<file path="src/rtl/sprite_compositor_pkg.sv">
// Shared display constants and helpers for the sprite compositor.
// Optional collision logic is enabled by defining SPRITE_COLLISION_EN.
package sprite_compositor_pkg;

    localparam int H_DISPLAY       = 640;
    localparam int V_DISPLAY       = 480;
    localparam int DEF_COLOR_W     = 9;
    localparam int DEF_TRANSPARENT = 0;

    function automatic logic on_screen(input int unsigned h, input int unsigned v);
        return (h < H_DISPLAY) && (v < V_DISPLAY);
    endfunction

endpackage

</file>
<file path="src/rtl/sprite_hit_unit.sv">
// One sprite channel: S0 hit-test, horizontal mirror and registered ROM address.
// Built identically with or without SPRITE_COLLISION_EN.
module sprite_hit_unit
    import sprite_compositor_pkg::*;
#(
    parameter int COORD_W = 10,
    parameter int SPR_W   = 32,
    parameter int SPR_H   = 32,
    parameter int ADDR_W  = 10
) (
    input  logic               clk,
    input  logic               rst,
    input  logic [COORD_W-1:0] h,
    input  logic [COORD_W-1:0] v,
    input  logic [COORD_W-1:0] x,
    input  logic [COORD_W-1:0] y,
    input  logic               en,
    input  logic               flip,
    input  logic               active,
    output logic               hit,
    output logic [ADDR_W-1:0]  addr
);
    localparam int XB  = $clog2(SPR_W);
    localparam int CW1 = COORD_W + 1;

    logic [CW1-1:0]     h_e, v_e, x_e, y_e;
    logic               in_x, in_y, hit_d;
    logic [XB-1:0]      col_raw, col;
    logic [COORD_W-1:0] dy;
    logic [ADDR_W-1:0]  addr_d;

    // One extra bit so that x+SPR_W near the top of the range cannot wrap.
    assign h_e = {1'b0, h};
    assign v_e = {1'b0, v};
    assign x_e = {1'b0, x};
    assign y_e = {1'b0, y};

    assign in_x  = (h_e >= x_e) && (h_e < x_e + CW1'(SPR_W));
    assign in_y  = (v_e >= y_e) && (v_e < y_e + CW1'(SPR_H));
    assign hit_d = en && active && in_x && in_y;

    // SPR_W is a power of two, so SPR_W-1-col is simply the bitwise inverse.
    assign col_raw = h[XB-1:0] - x[XB-1:0];
    assign col     = flip ? ~col_raw : col_raw;
    assign dy      = v - y;
    assign addr_d  = hit_d ? ADDR_W'({dy, col}) : '0;

    always_ff @(posedge clk or posedge rst) begin
        if (rst) begin
            hit  <= 1'b0;
            addr <= '0;
        end else begin
            hit  <= hit_d;
            addr <= addr_d;
        end
    end

endmodule

</file>
<file path="src/rtl/sprite_compositor.sv">
// Three-stage N-channel sprite mixer: hit-test/address, ROM fetch, priority overlay.
// Define SPRITE_COLLISION_EN to build the sticky per-frame collision flags.
module sprite_compositor
    import sprite_compositor_pkg::*;
#(
    parameter int NUM_SPRITES = 8,
    parameter int COORD_W     = 10,
    parameter int COLOR_W     = DEF_COLOR_W,
    parameter int SPR_W       = 32,
    parameter int SPR_H       = 32,
    parameter int ADDR_W      = 10,
    parameter int TRANSPARENT = DEF_TRANSPARENT
) (
    input  logic                           clk,
    input  logic                           rst,
    input  logic [COORD_W-1:0]             h_count,
    input  logic [COORD_W-1:0]             v_count,
    input  logic                           frame_start,
    input  logic [COLOR_W-1:0]             bg_color,
    input  logic [NUM_SPRITES*COORD_W-1:0] spr_x,
    input  logic [NUM_SPRITES*COORD_W-1:0] spr_y,
    input  logic [NUM_SPRITES-1:0]         spr_en,
    input  logic [NUM_SPRITES-1:0]         spr_flip_h,
    output logic [NUM_SPRITES*ADDR_W-1:0]  spr_addr,
    input  logic [NUM_SPRITES*COLOR_W-1:0] spr_data,
    output logic [COLOR_W-1:0]             rgb_out,
    output logic                           rgb_valid,
    output logic [NUM_SPRITES-1:0]         collision
);
    // Free-running pipeline: one pixel accepted per clock, no valid/ready backpressure.
    logic                   active_s0, active_s1, active_s2;
    logic [COLOR_W-1:0]     bg_s1, bg_s2, rgb_d;
    logic [NUM_SPRITES-1:0] hit_s1, hit_s2, opaque;

    assign active_s0 = on_screen(32'(h_count), 32'(v_count));

    for (genvar i = 0; i < NUM_SPRITES; i++) begin : g_spr
        sprite_hit_unit #(
            .COORD_W(COORD_W),
            .SPR_W  (SPR_W),
            .SPR_H  (SPR_H),
            .ADDR_W (ADDR_W)
        ) u_hit (
            .clk   (clk),
            .rst   (rst),
            .h     (h_count),
            .v     (v_count),
            .x     (spr_x[i*COORD_W +: COORD_W]),
            .y     (spr_y[i*COORD_W +: COORD_W]),
            .en    (spr_en[i]),
            .flip  (spr_flip_h[i]),
            .active(active_s0),
            .hit   (hit_s1[i]),
            .addr  (spr_addr[i*ADDR_W +: ADDR_W])
        );
    end

    // Lowest index wins, so scan from the highest index down and let later hits override.
    always_comb begin
        opaque = '0;
        rgb_d  = bg_s2;
        for (int i = NUM_SPRITES - 1; i >= 0; i--) begin
            opaque[i] = hit_s2[i] && (spr_data[i*COLOR_W +: COLOR_W] != COLOR_W'(TRANSPARENT));
            if (opaque[i]) rgb_d = spr_data[i*COLOR_W +: COLOR_W];
        end
        if (!active_s2) rgb_d = '0;
    end

    always_ff @(posedge clk or posedge rst) begin
        if (rst) begin
            active_s1 <= 1'b0;
            active_s2 <= 1'b0;
            bg_s1     <= '0;
            bg_s2     <= '0;
            hit_s2    <= '0;
            rgb_out   <= '0;
            rgb_valid <= 1'b0;
        end else begin
            active_s1 <= active_s0;
            active_s2 <= active_s1;
            bg_s1     <= bg_color;
            bg_s2     <= bg_s1;
            hit_s2    <= hit_s1;
            rgb_out   <= rgb_d;
            rgb_valid <= active_s2;
        end
    end

`ifdef SPRITE_COLLISION_EN
    logic [NUM_SPRITES-1:0] coll_set;

    always_comb begin
        int cnt;
        cnt = 0;
        for (int i = 0; i < NUM_SPRITES; i++) begin
            if (opaque[i]) cnt++;
        end
        coll_set = (active_s2 && cnt >= 2) ? opaque : '0;
    end

    // A set on the same cycle as frame_start survives the clear.
    always_ff @(posedge clk or posedge rst) begin
        if (rst)              collision <= '0;
        else if (frame_start) collision <= coll_set;
        else                  collision <= collision | coll_set;
    end
`else
    logic unused_frame_start;
    assign unused_frame_start = frame_start;
    assign collision          = '0;
`endif

endmodule

</file>
<file path="config.mk">
export PLATFORM = sky130hd
export DESIGN_NAME = sprite_compositor
export DESIGN_NICKNAME = d
export VERILOG_FILES = /design/src/rtl/sprite_compositor_pkg.sv /design/src/rtl/sprite_hit_unit.sv /design/src/rtl/sprite_compositor.sv
export SDC_FILE = /design/constraint.sdc
export NUM_CORES = 1
export LEC_CHECK = 0
export CAP_MARGIN = 20
export CELL_PAD_IN_SITES_DETAIL_PLACEMENT = 1
export CELL_PAD_IN_SITES_GLOBAL_PLACEMENT = 2
export CORE_MARGIN = 2
export CORE_UTILIZATION = 27
export DETAILED_ROUTE_END_ITERATION = 8
export PLACE_DENSITY = 0.85
export SYNTH_ARGS = -nofsm -noshare
export SYNTH_HDL_FRONTEND = slang
export SYNTH_HIERARCHICAL = 1
export SYNTH_SLANG_ARGS = --single-unit
export TNS_END_PERCENT = 50
</file>
<file path="constraint.sdc">
create_clock -name clk -period 1.45 [get_ports clk]
set_input_delay 0.2175 -clock clk [delete_from_list [all_inputs] [get_ports clk]]
set_output_delay 0.2175 -clock clk [all_outputs]
set_load 0.1 [all_outputs]
</file>
# Word-level counts from Yosys, hierarchy flattened
# Cells that the tools add are included.
# totals
reg_bits,126
word_cells,179
in_bits,280
# op_classes
order_cmp,34
n_bitwise,8
add_sub_neg,32
reduce_logical,57
n_mux,25
# ops
op,n
adder 10 x 6 -> 11 bit (second input constant),16
< comparator 10 x 11 -> 1 bit,16
>= comparator 10 bit,16
2-to-1 mux 9 bit,9
2-to-1 mux 10 bit,8
subtractor 5 bit,16
nonzero test 9 bit,8
logical AND 1 bit,49
2-to-1 mux 5 bit,8
NOT 5 bit,8
< comparator 10 bit (second input constant),1
< comparator 10 x 9 -> 1 bit (second input constant),1

# Logic depth before layout (Yosys ltp)
# logic_depth
word_depth,11
depth_mapped,10

# Cells and area by module
# Netlist, hierarchy kept.
# modules_own_cells
module,n_inst,area_each_um2,cells_each
sprite_hit_unit at g_spr[2].u_hit ...,4,1544.0,172
sprite_hit_unit at g_spr[0].u_hit ...,3,1467.7,169
sprite_compositor,1,2209.6,213
sprite_hit_unit at g_spr[6].u_hit,1,1480.2,169

# Worst setup path before layout
# No wires, ideal clock.
# synth_timing
kind,input -> register
start,in spr_y[25]
end,reg g_spr[2].u_hit.addr[0]
required_time_ns,1.353
path_slack_ns,-0.643
n_path_buf,1
cell_stages,10
arrival_time_ns,1.996
cell_sequence,ha_1 nand3_1 xnor2_1 ha_1 a21oi_1 a22oi_2 a2111oi_4 o211ai_2 buf_6 nor4_2
# synth_between
elab_chain_cells,5
word_cells_on_any_way,6
cone_classes,add/sub (1); order compare (2); mux (1); reduce/logical (2)
# synth_rtl
element,line,source
"start, declared",sprite_compositor.sv:21,"input logic [NUM_SPRITES*COORD_W-1:0] spr_y,"
adder 10 x 6 -> 11 bit,sprite_hit_unit.sv:39,assign in_y = (v_e >= y_e) && (v_e < y_e + CW1'(SPR_H));
< comparator 10 x 11 -> 1 bit,sprite_hit_unit.sv:39,
logical AND 1 bit *,sprite_hit_unit.sv:39,
logical AND 1 bit *,sprite_hit_unit.sv:40,assign hit_d = en && active && in_x && in_y;
2-to-1 mux 10 bit *,sprite_hit_unit.sv:46,"assign addr_d = hit_d ? ADDR_W'({dy, col}) : '0;"
net g_spr[2].u_hit.addr_d[0],sprite_hit_unit.sv:30,logic [ADDR_W-1:0] addr_d;
"end signal, assigned",sprite_hit_unit.sv:54,addr <= addr_d;
"end, declared",sprite_hit_unit.sv:21,output logic [ADDR_W-1:0] addr
# Mark *: on every way through the listed nets, which the timed path passes. The rest lies on a longest branch.

# Worst setup path in the final report
# layout_timing
start,in spr_x[73]
end,reg g_spr[7].u_hit.addr[3]
# layout_between
elab_chain_cells,6
word_cells_on_any_way,10
cone_classes,add/sub (2); order compare (2); mux (2); bitwise (1); reduce/logical (3)
# layout_rtl
element,line,source
"start, declared",sprite_compositor.sv:20,"input logic [NUM_SPRITES*COORD_W-1:0] spr_x,"
adder 10 x 6 -> 11 bit,sprite_hit_unit.sv:38,assign in_x = (h_e >= x_e) && (h_e < x_e + CW1'(SPR_W));
< comparator 10 x 11 -> 1 bit,sprite_hit_unit.sv:38,
logical AND 1 bit,sprite_hit_unit.sv:38,
logical AND 1 bit (2 in series),sprite_hit_unit.sv:40,
2-to-1 mux 10 bit *,sprite_hit_unit.sv:46,
net g_spr[7].u_hit.addr_d[3],sprite_hit_unit.sv:30,
"end signal, assigned",sprite_hit_unit.sv:54,
"end, declared",sprite_hit_unit.sv:21,
# Marked as above.

==> summary.txt <==
Status
  – Status: complete, but fails checks
  – Failing checks: setup timing

Cells and area
  – Layout fillers: 5570
  – Layout cells sized above 1: 0.510
  – Post-Layout Cell Count: 3166
  – Synth-to-Final Area Change: 96.6%
  – Fin nets: between 3000 and 4000

Global route
  – Gr usage total: 0.271
  – First-pass GRT wire length: ~110000 um
  – Initial antenna violation count: 15
  – Grt ovf: 0
  – Vias in the first global route: 18800
  – Largest net degree at the start of global routing: 39

CTS
  – Clock sink total: 126
  – Clock latency on the worst-skew pair: 0.49 ns
  – CTS clk-pin slew, worst paths: 0.06 ns
  – Clk root buf: clkbuf_16
  – Cts bufs inserted: 17
  – CTS max path bufs: 2
  – Hold buffers post-CTS: 0
  – H-tree lvl count: 4
  – CTS tree: yes

Die
  – DIE WIDTH: 234 um
  – Die height: 234 um
  – FP Rows: 84
  – Initial Utilization: 0.272
  – Die Area: 54700 um2
  – I/O pins: 378
  – Core footprint: roughly 52000 um2

Detailed routing
  – Residual DRC: 0
  – Antenna-violating nets left: 0
  – Vias: 16600
  – WL final: 80800 um
  – Avg WL per Cell: 25.5 um
  – Vias per cell: 5.26
  – DRT Pass-1 Iters: 5
  – 1st-iter DRT viols: 669

Place
  – Port Buffers: 368
  – Placed Cells: 3001
  – Routability congestion estimate from global placement: between 0.9 and 1
  – DP HPWL: roughly 54000 um

Critical path
  – Crit path max-delay family: buffers and inverters
  – CP Buf/Inv Count: 4
  – RR Startpoint: hit_s2[4]
  – Crit end category: register
  – Critical Path RT: 1.83 ns
  – Slowest-stage cell, CP: clkdlybuf4s50_1
  – WS Path Type: in2reg
  – Reg2Reg Setup Slack: -0.18 ns
  – Crit path largest cell delay: 0.46 ns
  – WP depth: 10
  – Reg2Reg Depth: 7
  – Crit path from: spr_x[73]
  – CP endpoint: g_spr[7].u_hit/addr[3]
  – Crit-path max FO: 6
  – Crit path cell chain: clkdlybuf4s50_1, inv_1, ha_1, buf_4, nand3_1, a21boi_2, o31a_1, o21ai_2, buf_6, nor4_4
  – WP data arrival: 2.29 ns
  – R2r endpoint: rgb_out[6]
  – Crit path launch type: primary input

Logic synthesis
  – Yosys warning total: 6
  – Avg Inst Size Synth: slightly above 9 um2
  – Number of synthesized flops with an enable pin: 0
  – Post-Syn Instances: about 1600
  – #FFs+latches synth: 126
  – Fraction of registers with async set/reset: 1.00
  – Post-Syn Area: 14300 um2
  – Post-synthesis sequential area ratio: 0.221
  – Main synth FF type: dfrtp_1
  – Synth unique cells: 69

Timing
  – Fin Clk Skew: just under 0.01 ns
  – Final hold vios: 0
  – Pins Over Slew Limit: 0
  – Slew @ Worst Pin: a little over 0.9 ns
  – Final TNS setup: -32.55 ns
  – Final setup margin: -0.460 ns
  – Final Setup Violations: 97
  – Post-route minimum period: ~1.9 ns
  – RSZ-0062 raised after global routing: yes
  – Max transition margin: 0.391
  – Final Cycle Share: 1.32
  – Highest Clock Rate: 523 MHz

Power and ir drop
  – Flop pwr share: 0.212
  – Leakage: approximately 0.013 uW
  – Power per cell area: 615 nW/um2
  – Peak VDD IR: 0.971 mV
  – Logic pwr share: 0.527
  – Switch share: 0.396
  – Share of total power in the clock network: 0.261
  – Internal Power: 10400 uW
  – NetSw: 6830 uW

Run
  – Max Cap Violations: 0

Hold path
  – Worst Hold Class: in2reg
==> what timing repair did <==
item / CTS / global route
gates resized for setup: 693 / 434
cloned: 17 / 1
endpoints found under the setup margin: 97 / 97
pin swaps: 192 / 209
setup buffers: 80 / 38
==> worst min-delay path: cells and delay by family <==
family	cells	cell delay, ns
fa+ha+maj	1	0.14
buf+inv	2	0.21
simple gates	1	0.04
==> how the worst min path moves through the flow <==
stage                 from                      to  slack [ns]  cells past startpoint
2_1_floorplan          rst  g_spr[0].u_hit/addr[0]        0.07                      1
3_3_place_gp      bg_s1[6]                bg_s2[6]        0.33                      0
3_5_place_dp      bg_s1[0]                bg_s2[0]        0.34                      0
4_1_cts        bg_color[6]                bg_s1[6]        0.13                      1
5_1_grt        bg_color[1]                bg_s1[1]        0.15                      1
6_report          spr_y[0]  g_spr[0].u_hit/addr[5]        0.16                      4
==> per-layer routing <==
layer  vias to the layer above  GRT usage  routed length [um]
met3                       273     0.0608                4590
met5                         -          0                  63
met1                      8259      0.291               29700
met2                       623      0.489               41300
li1                       7477          -                   -
met4                        10      0.156                5210
==> sequential cells by signal (all words and copies together) (netlist names) <==
register	flops
g_spr.u_hit/addr	80
hit_s2	8
g_spr.u_hit/hit	8
active_s1	1
bg_s1	9
bg_s2	9
rgb_valid	1
active_s2	1
rgb_out	9
==> layout make-up <==
type,count,area [um2],area share
Antenna cell,8,20.0,0.000714
Clock buffer,20,437,0.0156
Clock inverter,12,138,0.00491
Inverter,218,875,0.0312
Multi-Input combinational cell,1200,13500,0.481
Sequential cell,126,3150,0.112
Tap cell,688,861,0.0307
Timing Repair Buffer,894,9080,0.324
==> power by group through the flow <==
stage	registers, uW	logic, uW	clock network, uW
3_5_place_dp	3710	6710	0
5_1_grt	3660	9620	4720
2_1_floorplan	3940	3140	0
3_3_place_gp	3710	6420	0
4_1_cts	3650	7990	4550
6_report	3650	9090	4500
==> placed cells by master, fill, tap and decap left out, drive strengths merged, types with 35 or more instances in the layout <==
cell / count
nor2: 35
a21oi: 139
inv: 215
dlygate4sd2: 43
ha: 256
dlymetal6s2s: 43
nand2: 87
clkdlybuf4s50: 92
nand3: 65
nor4: 74
buf: 650
dfrtp: 126
o21ai: 52
a21o: 36
xnor2: 108
clkbuf: 68
==> synthesized netlist by cell type, types with 9 or more instances <==
| cell | n | area, um2 |
|---|---|---|
| o21ai_0 | 44 | 220 |
| and4_1 | 16 | 140 |
| a21boi_0 | 15 | 113 |
| a21oi_1 | 128 | 641 |
| nor2b_1 | 9 | 56.3 |
| dfrtp_1 | 126 | 3150 |
| ha_1 | 256 | 3200 |
| nor3_1 | 18 | 90.1 |
| inv_1 | 214 | 803 |
| nand4b_1 | 12 | 105 |
| o21a_1 | 18 | 135 |
| nand2b_1 | 15 | 93.8 |
| and3_1 | 9 | 56.3 |
| nor4_2 | 34 | 425 |
| xor2_1 | 28 | 245 |
| nor4_1 | 39 | 244 |
| a21o_1 | 35 | 263 |
| o2111ai_1 | 10 | 87.6 |
| nor2_1 | 34 | 128 |
| xnor2_1 | 108 | 946 |
| o211ai_1 | 14 | 105 |
| nand3_1 | 65 | 325 |
| clkbuf_1 | 10 | 37.5 |
| nand4_1 | 25 | 156 |
| nand2_1 | 87 | 327 |
| buf_6 | 10 | 113 |
| fa_1 | 16 | 320 |
| o31a_1 | 20 | 175 |
| buf_2 | 14 | 70.1 |
| nand3b_1 | 12 | 90.1 |
==> metrics by stage <==
| stage | worst slack (ns) | total power (uW) | area [um2] | util | hold WS, ns |
|---|---|---|---|---|---|
| 6_report | -0.460 | 17200 | 28100 | 0.535 | 0.157 |
| 5_1_grt | -0.500 | 18000 | 28000 | 0.535 | 0.149 |
| 4_1_cts | -0.437 | 16200 | 26500 | 0.506 | 0.127 |
| 3_5_place_dp | -1.46 | 10400 | 22900 | 0.437 | 0.337 |
| 3_3_place_gp | -1.32 | 10100 | 22900 | 0.437 | 0.333 |
| 2_1_floorplan | -0.494 | 7080 | 14400 | - | 0.0699 |
==> cell families after synthesis <==
group	Yosys count	synth area share
simple gates	404	0.176
compound gates	377	0.195
fa+ha+maj	272	0.247
buf+inv	261	0.0773
xor+xnor	136	0.0835
flops	126	0.221
other cells	1	0.000263
Note: power is estimated with default switching activity, not from simulation.
